$ cat src/rtl/uart_rx.sv
// UART receiver, 8N1, LSB first, 16x oversampling from a free-running tick.
// Optional feature: define UART_RX_MAJORITY_EN to take each start/data/stop
// decision as a 2-of-3 vote over three consecutive ticks around mid-bit.
// Without the macro every bit is a single mid-bit sample and no vote
// hardware exists.
module uart_rx #(
  parameter int CLK_FREQ = 100_000_000,
  parameter int BAUD     = 9600
) (
  input  logic       clk,
  input  logic       rst,
  input  logic       rx,
  output logic [7:0] rx_data,
  output logic       rx_done,
  output logic       rx_busy,
  output logic       frame_err
);

  localparam int DIV   = CLK_FREQ / (BAUD * 16);
  localparam int DIV_W = (DIV > 1) ? $clog2(DIV) : 1;
  localparam logic [DIV_W-1:0] DIV_LAST = DIV_W'(DIV - 1);

  // Start is judged on the 8th tick after the falling edge.
  localparam logic [4:0] START_LAST = 5'd7;
`ifdef UART_RX_MAJORITY_EN
  // The vote needs the tick after mid-bit, so the first data decision lands
  // on the 17th tick; reloading with 1 keeps later decisions 16 ticks apart.
  localparam logic [4:0] BIT_LAST   = 5'd16;
  localparam logic [4:0] BIT_RELOAD = 5'd1;
`else
  localparam logic [4:0] BIT_LAST   = 5'd15;
  localparam logic [4:0] BIT_RELOAD = 5'd0;
`endif

  typedef enum logic [1:0] {IDLE, START, DATA, STOP} state_t;

  logic             rx_meta_q, rx_s_q, rx_prev_q;
  logic [DIV_W-1:0] div_cnt_q, div_cnt_d;
  logic             tick;
  state_t           state_q, state_d;
  logic [4:0]       tick_cnt_q, tick_cnt_d;
  logic [2:0]       bit_idx_q, bit_idx_d;
  logic [7:0]       shift_q, shift_d;
  logic [7:0]       data_q, data_d;
  logic             done_q, done_d;
  logic             err_q, err_d;
  logic             bit_val;

  // Two-flop synchronizer plus one delayed copy for falling-edge detection.
  always_ff @(posedge clk or negedge rst) begin
    if (!rst) begin
      rx_meta_q <= 1'b1;
      rx_s_q    <= 1'b1;
      rx_prev_q <= 1'b1;
    end else begin
      rx_meta_q <= rx;
      rx_s_q    <= rx_meta_q;
      rx_prev_q <= rx_s_q;
    end
  end

  // Free-running 16x-baud tick divider.
  always_comb begin
    tick      = (div_cnt_q == DIV_LAST);
    div_cnt_d = tick ? '0 : div_cnt_q + 1'b1;
  end

  // Divider register.
  always_ff @(posedge clk or negedge rst) begin
    if (!rst) div_cnt_q <= '0;
    else      div_cnt_q <= div_cnt_d;
  end

`ifdef UART_RX_MAJORITY_EN
  logic [1:0] vote_q, vote_d;
  logic [4:0] vote_last;

  // Capture the two samples preceding each decision tick.
  always_comb begin
    vote_d    = vote_q;
    vote_last = (state_q == START) ? START_LAST : BIT_LAST;
    if (tick && (state_q != IDLE)) begin
      if (tick_cnt_q == vote_last - 5'd2) vote_d[0] = rx_s_q;
      if (tick_cnt_q == vote_last - 5'd1) vote_d[1] = rx_s_q;
    end
    bit_val = (vote_q[0] & vote_q[1]) | (vote_q[0] & rx_s_q) | (vote_q[1] & rx_s_q);
  end

  // Vote sample register.
  always_ff @(posedge clk or negedge rst) begin
    if (!rst) vote_q <= 2'b00;
    else      vote_q <= vote_d;
  end
`else
  // Single mid-bit sample.
  always_comb bit_val = rx_s_q;
`endif

  // Receive FSM next-state and datapath.
  always_comb begin
    state_d    = state_q;
    tick_cnt_d = tick_cnt_q;
    bit_idx_d  = bit_idx_q;
    shift_d    = shift_q;
    data_d     = data_q;
    done_d     = 1'b0;
    err_d      = 1'b0;
    case (state_q)
      IDLE: begin
        if (rx_prev_q && !rx_s_q) begin
          state_d    = START;
          tick_cnt_d = '0;
        end
      end
      START: begin
        if (tick) begin
          if (tick_cnt_q == START_LAST) begin
            if (!bit_val) begin
              state_d    = DATA;
              tick_cnt_d = '0;
              bit_idx_d  = '0;
            end else begin
              state_d = IDLE;
            end
          end else begin
            tick_cnt_d = tick_cnt_q + 5'd1;
          end
        end
      end
      DATA: begin
        if (tick) begin
          if (tick_cnt_q == BIT_LAST) begin
            shift_d    = {bit_val, shift_q[7:1]};
            tick_cnt_d = BIT_RELOAD;
            bit_idx_d  = bit_idx_q + 3'd1;
            if (bit_idx_q == 3'd7) state_d = STOP;
          end else begin
            tick_cnt_d = tick_cnt_q + 5'd1;
          end
        end
      end
      STOP: begin
        if (tick) begin
          if (tick_cnt_q == BIT_LAST) begin
            if (bit_val) begin
              data_d = shift_q;
              done_d = 1'b1;
            end else begin
              err_d = 1'b1;
            end
            state_d = IDLE;
          end else begin
            tick_cnt_d = tick_cnt_q + 5'd1;
          end
        end
      end
      default: state_d = IDLE;
    endcase
  end

  // FSM and datapath registers.
  always_ff @(posedge clk or negedge rst) begin
    if (!rst) begin
      state_q    <= IDLE;
      tick_cnt_q <= '0;
      bit_idx_q  <= '0;
      shift_q    <= '0;
      data_q     <= '0;
      done_q     <= 1'b0;
      err_q      <= 1'b0;
    end else begin
      state_q    <= state_d;
      tick_cnt_q <= tick_cnt_d;
      bit_idx_q  <= bit_idx_d;
      shift_q    <= shift_d;
      data_q     <= data_d;
      done_q     <= done_d;
      err_q      <= err_d;
    end
  end

  assign rx_data   = data_q;
  assign rx_done   = done_q;
  assign frame_err = err_q;
  assign rx_busy   = (state_q != IDLE);

endmodule

$ cat config.mk
export PLATFORM = sky130hd
export DESIGN_NAME = uart_rx
export DESIGN_NICKNAME = d
export VERILOG_FILES = /design/src/rtl/uart_rx.sv
export SDC_FILE = /design/constraint.sdc
export NUM_CORES = 1
export LEC_CHECK = 0
export BUFFER_PORTS_ARGS = -buffer_cell sky130_fd_sc_hd__buf_2
export CORE_MARGIN = 5
export CORE_UTILIZATION = 48
export CTS_BUF_LIST = sky130_fd_sc_hd__clkbuf_4
export DETAILED_ROUTE_END_ITERATION = 10
export PLACE_DENSITY = 0.68
export SYNTH_ARGS = -nofsm -noshare
export SYNTH_HDL_FRONTEND = slang
export SYNTH_SLANG_ARGS = --single-unit
export TNS_END_PERCENT = 50
$ cat constraint.sdc
create_clock -name clk -period 1.9 [get_ports clk]
set_input_delay 0.095 -clock clk [delete_from_list [all_inputs] [get_ports clk]]
set_output_delay 0.095 -clock clk [all_outputs]
set_load 0.005 [all_outputs]
* Word-level counts from Yosys, hierarchy flattened
Cells that the tools add are included.
W data, S select, Z words.
** Word-level totals
- Logic and storage cells :: 76
- Input bits :: 3
- Register bits after elaboration :: 41
** Operators by class
- Reduce and logical (&&, ||, !) cells :: 10
- Equal/unequal tests :: 18
- Multiplexer cells :: 34
- Add/sub/neg operators :: 3
** Operator list (count)
- $mux W5 :: 8
- $ne A2 B2 Y1 const B :: 10
- $pmux W5 S4 :: 1
- $mux W2 :: 9
- $mux W3 :: 5
- $reduce_and A6 Y1 :: 2
- $add A10 B1 Y10 const B :: 1
- $eq A10 B10 Y1 const B :: 1
- $mux W10 :: 1
- $mux W1 :: 8
- $pmux W2 S4 :: 1
- $reduce_and A8 Y1 :: 1
- $pmux W3 S2 :: 1
- $add A5 B1 Y5 const B :: 1
- $eq A5 B3 Y1 const B :: 1
- $eq A5 B4 Y1 const B :: 1
- $eq A2 B2 Y1 const B :: 2
- $reduce_and A4 Y1 :: 1
- $reduce_bool A2 Y1 :: 2
- $add A3 B1 Y3 const B :: 1
- $eq A3 B3 Y1 const B :: 1
- $ne A3 B3 Y1 const B :: 1
- $reduce_and A3 Y1 :: 1
- $eq A2 B1 Y1 const B :: 1
- 3 further kinds :: 3

* Longest topological paths before layout
Gate-level depths: netlist (run 1).
- Depth after elaboration :: 5
- Depth in mapped cells :: 7
- Depth with buffers taken out :: 7

* Worst setup path after synthesis (run 1)
OpenSTA, ideal clock, no wires.
- Kind :: register to register
- From :: register tick_cnt_q[0]
- To :: register tick_cnt_q[0]
- Stages on the path, launching flop included :: 8
- Arrival time :: 1.800 ns
- Setup slack :: -0.028 ns
- Library setup time :: 0.128 ns
- Data required time :: 1.772 ns
- Cell sequence :: dfrtp_1 -> ha_1 -> and3_1 -> ha_1 -> nand2_1 -> o21ai_2 -> a22oi_4 -> mux2_1
** On the way
- Longest elaborated chain between the ends :: 4
- Elaborated cells between the ends (all ways) :: 13
- Those cells by class :: add/sub: 1; eq/ne: 4; mux: 7; reduce/logical: 1
** RTL lines
- from (decl) :: RTL line 41 : logic [4:0] tick_cnt_q, tick_cnt_d;
- from (signal assigned) :: RTL line 173 : tick_cnt_q <= tick_cnt_d;
- $add A5 B1 Y5 (tied with other cells) :: RTL line 126, 138, 153
- $mux W5 (on tied branches) :: RTL line 144, 117, 132
- $mux W5 (on tied branches) :: RTL line 143, 116, 131
- $pmux W5 S4 :: RTL line 108 : case (state_q)
Several ways; a longest one is shown, not always the timed one. The select of a mux whose other input is x is not followed.
A chain may end at the register's enable or synchronous reset.

* Worst setup path in the final report (run 1)
- From :: register tick_cnt_q[0]
- To :: register tick_cnt_q[4]
Same word-level chain as after synthesis.

==> run metrics, run 1 <==
outcome=complete, no violations; post-synth cell types=47; Crit path required time=between 2 and 2.5 ns; final wirelength=about 3.7 mm; met2 wire len=between 1.5 and 2 mm; ANT cells=0; Slew Limit Fails=0; Worst Setup SP=tick_cnt_q[0]$_DFFE_PN0P_; core area=between 3000 and 4000 um2; FFs w/ async S/R, synth=1.00; Mapped Cells=~160; slowest CP cell=dfrtp_1; Detailed Route Iter0 Violations=97; hpwl dp=between 2 and 3 mm; Via-to-Cell Ratio=between 5 and 6; first-pass GRT wire length=between 6 and 7 mm; Avg Inst Size Synth=~12 um2; peak supply drop=0.461 mV; Final ANT Viol Nets=0; Relative slew margins=0.707; share of post-route cells with drive strength above 1=0.412; clock sink total=a little over 40; DR top layer=met4; syn_nets=between 150 and 200; critical path arrival=2.07 ns; Max Root-Sink Buffers=2; vias=around 1,300; pin count of the biggest net entering global routing=23; clk_skew=0.00300 ns; WHS=0.204 ns; P per Cell Area=723 nW/um2; vias in the first global route=1,374; Worst-Margin Slew=between 0.4 and 0.5 ns; critical path class=reg -> reg; Cell Area, Synth=about 1900 um2; Reg-to-Reg End=tick_cnt_q[4]$_DFFE_PN0P_; part of the cycle the worst path needs=0.964; crit path launch type=flop; NumNets Final=between 200 and 250; DR WL met3=114 um; Area after DPL=~2200 um2; Place WS=-0.0840 ns; WP buf/inv=0; Die Height=approximately 74 um; I/O pins=14; DRC=0; clock slew at reported path FFs=between 0.1 and 0.15 ns; worst stage delay on the critical path=between 0.4 and 0.5 ns; final hold vios=0; register area share after synthesis=0.528; setup violators final=0; Root Buffer=clkbuf_4; Crit Path Max Fanout=4; critical-path cell list=ha_1 -> and3_4 -> ha_4 -> nand2_4 -> o21ai_4 -> a22oi_4 -> mux2_4; delay-heaviest family, CP=flip-flops; R2R depth=7; Initial Utilization=0.491; reg2reg setup slack=just under 0.07 ns; Num CTS Buffers=5; dominant synthesized flop cell=dfrtp_1; most frequent cells in the layout=dfrtp_1, mux2_2, buf_4; CTS tree=built; WL per Instance=around 15 um; port buffer count=13; DR pass1 iterations=4; minimum clock period=approximately 1.8 ns; Die ar.=5440 um2; setup ws final=roughly 0.068 ns; Clk Latency, worst-skew pair=approximately 0.34 ns; FF+latch count, synth=41; Critical R2R Launch=tick_cnt_q[0]$_DFFE_PN0P_; Synth-to-Final Area Change=19.9%; initial antenna violation count=0; CP endpoint kind=flop; most common cell after layout, fill and taps aside=dfrtp_1; max cap viols=0; grt total ovfl=0; Hold WC Path Type=in -> async; Metal-1 WL=1.70 mm; leak pwr=between 1 and 1.5 nW; FP Rows=23; design area=about 2300 um2; EDFF count, synth=0; FMAX=roughly 550 MHz; Final GP Congestion=0.939; number of H-tree levels=2; All-Layer GR Usage=0.150; Die W=about 74 um; Yosys Warn Count=0
[final cells by class]
class / count / area [um2]
Inverter: 9 / 33.8
Multi-Input combinational cell: 103 / 915
Fill cell: 322 / 1630
Clock buffer: 6 / 45.0
Clock inverter: 2 / 15.0
Tap cell: 50 / 62.6
Timing Repair Buffer: 33 / 236
Sequential cell: 41 / 1030
[worst max-delay path by stage]
stage                                      to  slack [ns]  cells past startpoint
CTS                 tick_cnt_q[4]$_DFFE_PN0P_        0.03                      4
floorplan           tick_cnt_q[0]$_DFFE_PN0P_        0.02                      7
global route        tick_cnt_q[3]$_DFFE_PN0P_       -0.02                      7
finish              tick_cnt_q[4]$_DFFE_PN0P_        0.07                      7
detailed placement     shift_q[7]$_DFFE_PN0P_       -0.08                      7
global placement       shift_q[5]$_DFFE_PN0P_       -0.03                      7
[cells in the mapped netlist (2+ instances only)]
master | count | area, um2
dfrtp_1 | 38 | 951
mux2_2 | 17 | 191
nor2_1 | 10 | 37.5
inv_1 | 9 | 33.8
ha_1 | 8 | 100
nand2_1 | 6 | 22.5
xnor2_1 | 6 | 52.6
nand3_1 | 5 | 25.0
a21oi_1 | 4 | 20.0
and3_1 | 4 | 25.0
a22o_1 | 3 | 26.3
dfstp_2 | 3 | 78.8
nand4_1 | 3 | 18.8
a22oi_1 | 2 | 15.0
buf_6 | 2 | 22.5
mux2_1 | 2 | 22.5
nor4_1 | 2 | 12.5
o21ai_0 | 2 | 10.0
or2b_2 | 2 | 17.5
xor2_1 | 2 | 17.5
[metrics by stage]
step / total power, mW / util / std cells / setup TNS (ns)
after CTS: 1.66 / 0.569 / 240 / 0
after global routing: 1.79 / 0.589 / 244 / -0.0155
after floorplan: 1.11 / - / 157 / 0
after detailed placement: 1.20 / 0.543 / 230 / -0.663
after global placement: 1.19 / 0.543 / 230 / -0.197
final: 1.69 / 0.589 / 244 / 0
[state kept, by name, indices dropped and copies added (netlist names), 3 cells and up, named ones only]
register and cells:
div_cnt_q 10, rx_data 8, shift_q 8, tick_cnt_q 5
bit_idx_q 3
[routing by layer]
metal / vias up / global-route usage
met5: - / 0
met4: 0 / 0.0704
met3: 7 / 0.0424
met2: 26 / 0.240
met1: 637 / 0.187
li1: 632 / -
[logic make-up (layout without fill, tap and decap cells)]
family          after synthesis  after routing  share of synthesized area
fa+ha+maj                     8              8                     0.0513
simple gates                 46             46                      0.144
flops                        41             41                      0.528
compound gates               21             21                     0.0873
buf+inv                      13             50                     0.0385
xor+xnor                      8              8                     0.0359
mux                          20             20                      0.115
[what timing repair did]
item / CTS / global route
hold endpoints to repair: 19 / 0
setup buffers: 0 / 4
pin swaps: 1 / 5
hold buffers: 2 / 0
gates resized for setup: 5 / 10
endpoints found under the setup margin: 12 / 17
cloned: 0 / 0
[power breakdown]
group          total (mW)  switching [mW]  internal (mW)
Clock               0.443           0.284          0.159
Combinational       0.295           0.140          0.155
Sequential          0.952          0.0372          0.915
Total                1.69           0.461           1.23
No activity file was read; power rests on OpenSTA's default activity.
==> run 2: changes to the inputs <==
==> constraint.sdc (replaced) <==
create_clock -name clk -period 1.9 [get_ports clk]
set_input_delay 0.095 -clock clk [delete_from_list [all_inputs] [get_ports clk]]
set_output_delay 0.095 -clock clk [all_outputs]
set_load 0.1 [all_outputs]
==> run 2 against run 1 <==
Clock skew increased by 0.014 ns. Maximum frequency increased by 0.80%. Largest cell class unchanged. Critical path depth increased by 1. Non-clock buffer count increased by 3. Die area unchanged. Design area increased by 2.1%. Cell count increased by 1.2%. Register-to-register slack about the same. Utilization increased by 1.3 points. Worst setup slack improved by 0.014 ns. Highest routed layer unchanged. Via count increased by 4.7%.
==> run metrics, run 2 (synthesis results as in run 1) <==
design area=2390 um2; WHS=~0.15 ns; core area=just under 4000 um2; grt total ovfl=0; I/O pins=14; Relative slew margins=0.674; most common cell after layout, fill and taps aside=dfrtp_1; Area after DPL=around 2200 um2; Die W=~74 um; Num CTS Buffers=5; CTS tree=built; Final GP Congestion=between 0.8 and 0.9; Initial Utilization=0.491; Worst Setup SP=tick_cnt_q[1]$_DFFE_PN0P_; Reg with most FFs=div_cnt_q; Via-to-Cell Ratio=about 5.5; Final ANT Viol Nets=0; slowest CP cell=dfrtp_1; Reg-to-Reg End=tick_cnt_q[2]$_DFFE_PN0P_; Clk Latency, worst-skew pair=between 0.3 and 0.4 ns; critical path arrival=2.13 ns; max reg flops=10; FP Rows=23; port buffer count=13; Die ar.=between 5000 and 6000 um2; max cap viols=0; Slew Limit Fails=0; setup TNS=0 ns; clock sink total=41; All-Layer GR Usage=0.159; vias in the first global route=between 1,000 and 1,500; setup violators final=0; minimum clock period=between 1.5 and 2 ns; final wirelength=between 3 and 4 mm; Crit path required time=between 2 and 2.5 ns; first-pass GRT wire length=6.66 mm; vias=between 1,000 and 1,500; reg2reg setup slack=a little over 0.08 ns; critical-path cell list=ha_2 -> and3_4 -> buf_4 -> ha_4 -> or2b_2 -> a21oi_2 -> a221o_1 -> a22o_1; initial antenna violation count=0; most frequent cells in the layout=dfrtp_1, buf_4, mux2_2; critical path class=reg -> reg; pin count of the biggest net entering global routing=17; Worst-Margin Slew=approximately 0.49 ns; FMAX=around 550 MHz; clk_skew=around 0.017 ns; CP endpoint kind=flop; Detailed Route Iter0 Violations=76; crit path launch type=flop; Synth-to-Final Area Change=22.5%; leak pwr=roughly 1.1 nW; total power=between 1.5 and 2 mW; outcome=complete, no violations; R2R depth=8; DR pass1 iterations=4; WL per Instance=approximately 16 um; P per Cell Area=between 700 and 800 nW/um2; clock slew at reported path FFs=between 0.1 and 0.15 ns; final hold vios=0; Die Height=73.7 um; Crit Path Max Fanout=3; hpwl dp=around 2.7 mm; Root Buffer=clkbuf_4; Hold WC Path Type=in -> async; Max Root-Sink Buffers=2; Critical R2R Launch=tick_cnt_q[1]$_DFFE_PN0P_; number of H-tree levels=2; fillcell total=320; ANT cells=0; worst stage delay on the critical path=0.41 ns; DRC=0; peak supply drop=between 0.4 and 0.5 mV; share of post-route cells with drive strength above 1=0.442; NumNets Final=roughly 210; part of the cycle the worst path needs=0.956
## run 2: through the flow
| stage | worst slack, ns | utilization | cells |
|---|---|---|---|
| floorplan | -0.0312 | - | 157 |
| global placement | -0.00114 | 0.555 | 236 |
| detailed placement | -0.0288 | 0.555 | 236 |
| CTS | 0.00103 | 0.580 | 246 |
| global route | -0.0242 | 0.601 | 247 |
| finish | 0.0829 | 0.601 | 247 |
## run 2: worst max-delay path by stage
| stage | endpoint | slack [ns] | depth (start not counted) |
|---|---|---|---|
| 2_1_floorplan | tick_cnt_q[0]$_DFFE_PN0P_ | -0.03 | 5 |
| 3_3_place_gp | shift_q[0]$_DFFE_PN0P_ | -0.001 | 7 |
| 3_5_place_dp | tick_cnt_q[4]$_DFFE_PN0P_ | -0.03 | 7 |
| 4_1_cts | shift_q[6]$_DFFE_PN0P_ | 0.001 | 4 |
| 5_1_grt | tick_cnt_q[2]$_DFFE_PN0P_ | -0.02 | 7 |
| 6_report | tick_cnt_q[2]$_DFFE_PN0P_ | 0.08 | 8 |
## run 2: critical path, delay by kind of cell (launching register included)
family / cells / cell delay (ns)
simple gates: 2 / 0.50
compound gates: 3 / 0.38
flops: 1 / 0.41
buf+inv: 1 / 0.14
fa+ha+maj: 2 / 0.36
## run 2: where the power goes
part           switching [mW]  internal (mW)
clock                   0.314          0.147
combinational           0.182          0.165
sequential             0.0272          0.916
total                   0.524           1.23
## run 2: cell type report
| cell class | count | area, um2 | area share |
|---|---|---|---|
| flip-flops and latches | 41 | 1030 | 0.431 |
| well taps | 50 | 62.6 | 0.0262 |
| repair buffers | 36 | 255 | 0.107 |
| clock inverters | 3 | 21.3 | 0.00891 |
| clock buffers | 5 | 37.5 | 0.0157 |
| multi-input cells | 103 | 947 | 0.397 |
| inverters | 9 | 33.8 | 0.0142 |
## run 2: metal layers
layer | share of wire | track usage | up-vias
met4 | 0.011 | 0.0543 | 0
li1 | - | - | 642
met2 | 0.48 | 0.260 | 23
met1 | 0.47 | 0.207 | 694
met5 | 0 | 0 | -
met3 | 0.033 | 0.0369 | 4
## run 2: repair_timing
item                       in CTS  in global routing
setup endpoints to repair      13                 17
pin swaps                       1                  5
hold buffers                    2                  0
hold endpoints to repair       40                  0
buffers inserted                0                  1
resized for setup               5                 13
